File: src/rtl/chain_code_encoder.sv
// Freeman 8-direction chain-code encoder: raster-scans a constant binary image for the
// first object pixel, then traces its outer boundary clockwise, one code per move.
module chain_code_encoder #(
   parameter int IMG_W     = 16,
   parameter int IMG_H     = 16,
   parameter int MAX_CODES = 256,
   // word y bit x = pixel(x,y), 1 = object
   parameter logic [IMG_H-1:0][IMG_W-1:0] IMAGE = '0,
   localparam int XW = $clog2(IMG_W),
   localparam int YW = $clog2(IMG_H),
   localparam int CW = $clog2(MAX_CODES+1)
) (
   input  logic          clk,
   input  logic          reset,
   input  logic          start,
   output logic          busy,
   output logic          done,
   output logic          found,
   output logic          overflow,
   output logic [XW-1:0] start_x,
   output logic [YW-1:0] start_y,
   output logic [2:0]    code,
   output logic          code_valid,
   output logic [CW-1:0] code_count
);

   typedef enum logic [1:0] {IDLE, SCAN, TRACE, DONE} state_t;
   state_t state, state_nx;

   logic [XW-1:0] cx, nx;
   logic [YW-1:0] cy, ny;
   logic [2:0]    td, tries, first_code;
   logic          xinc, xdec, yinc, ydec, oob, nbr;
   logic          scan_hit, scan_end, stop, emit, last;

   // neighbour of the current pixel in the direction under test
   always_comb begin
      xinc = (td == 3'd0) || (td == 3'd1) || (td == 3'd7);
      xdec = (td == 3'd3) || (td == 3'd4) || (td == 3'd5);
      ydec = (td == 3'd1) || (td == 3'd2) || (td == 3'd3);
      yinc = (td == 3'd5) || (td == 3'd6) || (td == 3'd7);
      oob  = (xinc && cx == XW'(IMG_W-1)) || (xdec && cx == '0) ||
             (yinc && cy == YW'(IMG_H-1)) || (ydec && cy == '0);
      nx   = xinc ? cx + 1'b1 : (xdec ? cx - 1'b1 : cx);
      ny   = yinc ? cy + 1'b1 : (ydec ? cy - 1'b1 : cy);
      nbr  = !oob && IMAGE[ny][nx];
   end

   assign scan_hit = (state == SCAN) && IMAGE[cy][cx];
   assign scan_end = (cx == XW'(IMG_W-1)) && (cy == YW'(IMG_H-1));
   // back at the start pixel about to repeat the first move: contour closed
   assign stop = (state == TRACE) && nbr && (cx == start_x) && (cy == start_y) &&
                 (code_count != '0) && (td == first_code);
   assign emit = (state == TRACE) && nbr && !stop;
   assign last = emit && (code_count == CW'(MAX_CODES-1));

   always_ff @(posedge clk) begin
      if (!reset) state <= IDLE;
      else        state <= state_nx;
   end

   always_comb begin
      state_nx = state;
      case (state)
         IDLE:  if (start) state_nx = SCAN;
         SCAN:  if (scan_hit) state_nx = TRACE;
                else if (scan_end) state_nx = DONE;
         TRACE: if (stop || last || (!nbr && tries == 3'd7)) state_nx = DONE;
         DONE:  if (!start) state_nx = IDLE;
         default: state_nx = IDLE;
      endcase
   end

   always_comb begin
      busy       = (state == SCAN) || (state == TRACE);
      done       = (state == DONE);
      code_valid = emit;
      code       = emit ? td : 3'd0;
   end

   always_ff @(posedge clk) begin
      if (!reset) begin
         cx <= '0; cy <= '0; td <= '0; tries <= '0; first_code <= '0;
         found <= 1'b0; overflow <= 1'b0; start_x <= '0; start_y <= '0;
         code_count <= '0;
      end else begin
         case (state)
            IDLE: if (start) begin
               found <= 1'b0; overflow <= 1'b0; code_count <= '0;
               cx <= '0; cy <= '0;
            end
            SCAN: if (IMAGE[cy][cx]) begin
               // entering with d=7, so the first candidate is (7+2)%8
               start_x <= cx; start_y <= cy; found <= 1'b1;
               td <= 3'd1; tries <= '0;
            end else if (cx == XW'(IMG_W-1)) begin
               cx <= '0; cy <= cy + 1'b1;
            end else begin
               cx <= cx + 1'b1;
            end
            TRACE: if (emit) begin
               cx <= nx; cy <= ny;
               td <= td[0] ? td + 3'd2 : td + 3'd1;
               tries <= '0;
               code_count <= code_count + 1'b1;
               if (code_count == '0) first_code <= td;
               if (last) overflow <= 1'b1;
            end else if (!nbr) begin
               td <= td - 3'd1;
               tries <= tries + 3'd1;
            end
            default: ;
         endcase
      end
   end

endmodule

File: config.mk
export PLATFORM = sky130hd
export DESIGN_NAME = chain_code_encoder
export DESIGN_NICKNAME = d
export VERILOG_FILES = /design/src/rtl/chain_code_encoder.sv
export SDC_FILE = /design/constraint.sdc
export NUM_CORES = 1
export LEC_CHECK = 0
export BUFFER_PORTS_ARGS = -buffer_cell sky130_fd_sc_hd__clkbuf_2
export CORE_MARGIN = 3
export CORE_UTILIZATION = 40
export DETAILED_ROUTE_END_ITERATION = 10
export SYNTH_ARGS = -nofsm -noshare
export SYNTH_HDL_FRONTEND = slang
export SYNTH_SLANG_ARGS = --single-unit
File: constraint.sdc
create_clock -name clk -period 2 [get_ports clk]
set_clock_uncertainty 0.2 [all_clocks]
set_input_delay 0.2 -clock clk [delete_from_list [all_inputs] [get_ports clk]]
set_output_delay 0.2 -clock clk [all_outputs]
set_load 0.05 [all_outputs]
==> flow_summary.ini <==
[cts]
cts_max_level = 1
post_cts_resized = 0
clkLatencyLatePin_ps = 270
cts_hold_buffers = 0
clkTransAtPathRegs_ps = 90
cts_tree = yes
numCtsBuffers = 3
root_buffer = clkbuf_8
cts.sinks = 27
clockBufferDepth = 2
cts_setup_buffers = 0

[cells_and_area]
drive_gt1_share_pct = 16.3
n_antenna_cell = 0
final_common_cell = dfxtp_1
nFillCells = 384
finalNonFillerCells = 269
final_cell_mix = 25 x dfxtp_1, 20 x nand2_1, 16 x nor2_1
area_growth_syn_to_layout_pct = 10.7
multi_input_area_sq_mm = 0.00101
nNetsFinal = 241
stdcell_area_sq_mm = 0.00185
ff_latch_area_sq_um = 543

[timing]
period_share_pct = 94.1
fmax_mhz = 531
fin_tns_setup_ps = 0
hold_viol_final = 0
layout_min_cycle_time_ps = 1880
setup_viol = 0
slew_viol_final = 0
rsz0062_at_grt = no

[global_routing]
grt_max_degree = 22
grt_pass1_wl_um = 5730
grt_usage_pct = 14.0
antenna_found_initial = 0
grt_pass1_vias = 1222
overflow = 0

[die]
ios = 28
initial_core_util_pct = 43.6
fp-row-count = 22
core_area_sq_mm = 0.00383
die_y_um = 70.6
die_x_um = 70.6
dieArea_sq_mm = 0.00498

[synth]
seq_area_frac_synth_pct = 32.4
synthesis.area_sq_mm = 0.00167
postSynthCellCount = 202
synth-edff-count = 0
ys_async_sr_fraction_pct = 0
yosysWarnings = 0
synth_area_leader_cell = dfxtp_1
synth_area_leaders = dfxtp_1 32%, ha_1 12%, buf_4 5.4%
synth.avg_cell_area_sq_um = 8.26
yosys.area.top_type_share_pct = 32.4
yosysUniqueCellTypes = 40
synth-seq-cells = 27
ys.flop_type = dfxtp_1

[route]
dr.pass1.iters = 4
drt-initial-drc-count = 95
vias_per_cell = 5.29
final_antenna_net_count = 0
wl_per_cell_um = 12.8
totalWireLength_um = 3430
drc_errors = 0
num_vias = 1422

[power_and_ir_drop]
powerDensity_mw_per_mm2 = 1100
p_leak_uw = 0.000784
ir_worst_vdd_mv = 0.570
finalPower_uw = 2030

[hold_path]
min-delay-path-class = in -> reg
worst_hold_path.num_cells = 2
min_to = code_count[5]$_SDFFE_PN0P_
min-delay-start = reset

[placed_design]
gp_congestion = 0.776
place_area_sq_mm = 0.00180
hpwl_um = 2530
numPortBuffers = 15
place_inst = 265

[setup_path]
slowest_stage = or3_1
cp_common_cell = or3_1
arrival_ps = 1890
regToRegSetupSlack_ps = 120
critPathMaxStageDelay_ps = 390
rr_worst_depth = 6
regToRegStartpoint = state[1]$_SDFFE_PN0P_
worst-path-buf-inv = 1
worst_ep_required_time_ps = 2010
critical_path.cell_chain = inv_1, ha_2, nor2b_1, or3_1, or3_1, o22ai_2
start_kind = flip-flop
r2r-end = cy[2]$_SDFFE_PN0P_
setup.worst_path.end_class = flip-flop
critical_path.max_fanout = 5
path_class = reg -> reg
crit_family = simple AND/OR/NAND/NOR gates

[flow_run]
drv_cap = 0

[run_status]
run_status = finished, final reports clean
[cell type report]
type | instances | area share, %
multi-input cells | 154 | 54.5
flip-flops and latches | 27 | 29.4
repair buffers | 25 | 8.14
well taps | 48 | 3.25
clock buffers | 4 | 2.44
inverters | 11 | 2.24
[worst reg2reg max path, delay by kind of cell (launching register included)]
family,cells,cell delay (ps)
AOI/OAI and AO/OA,1,90
buffers and inverters,1,70
and+or+nand+nor,3,910
adders and majority gates,1,180
DFF,1,370
[worst max-delay path by stage]
stage,to,cells after the start,startpoint
2_1_floorplan,cy[2]$_SDFFE_PN0P_,7,state[0]$_SDFFE_PN0P_
6_report,cy[2]$_SDFFE_PN0P_,6,state[1]$_SDFFE_PN0P_
5_1_grt,cy[2]$_SDFFE_PN0P_,6,state[1]$_SDFFE_PN0P_
3_5_place_dp,cy[2]$_SDFFE_PN0P_,6,state[1]$_SDFFE_PN0P_
3_3_place_gp,cy[2]$_SDFFE_PN0P_,6,state[1]$_SDFFE_PN0P_
4_1_cts,cy[2]$_SDFFE_PN0P_,6,state[1]$_SDFFE_PN0P_
[where the power goes]
part           total, uW  internal (uW)  switching [uW]
sequential           674            608            65.4
clock                312            143             170
combinational       1050            393             653
[synth_stat cells (all sizes together), types with 2 or more instances]
library cell  count
mux2i             5
or4               2
and3              6
or3               2
nor3              4
ha               16
xnor2             2
nand2            20
o21ai             7
nand3            14
a21oi            10
inv              11
nand4             7
dfxtp            27
o31ai             2
clkbuf            7
buf              14
and2              4
nor2             16
xor2              5
a31oi             3
nor3b             2
[metal layers]
metal | share of wire [%] | track usage, % | routed length, um | up-vias
li1 | - | - | - | 723
met5 | 0 | 0 | 0 | -
met2 | 43 | 20.8 | 1470 | 34
met3 | 4.3 | 3.41 | 146 | 2
met4 | 0.55 | 3.13 | 19 | 0
met1 | 52 | 20.5 | 1800 | 663
[sequential cells by signal, indices dropped and copies added (netlist names)]
register and flops:
code_count 9, cx 4, td 3, tries 3
state 2, found 1, cy 4, overflow 1
[cells by family after synthesis]
logic type               after synthesis  share of synthesized area (%)
AO/OA/AOI/OAI                         32                           13.6
XOR/XNOR                               7                           3.68
adder cells (fa/ha/maj)               16                           12.0
buffers and inverters                 32                           10.1
flip-flops                            27                           32.4
multiplexers                           6                           3.68
other                                  1                          0.225
AND/OR/NAND/NOR                       81                           24.4
[stage by stage]
stage          util, %  setup slack (ps)  hold slack [ps]
2_1_floorplan        -              34.3              186
6_report          48.2               118              137
5_1_grt           48.2              3.62              133
4_1_cts           48.2              52.6              132
3_3_place_gp      47.0               120              252
3_5_place_dp      47.0              70.4              260
No activity file was read; power rests on OpenSTA's default activity.
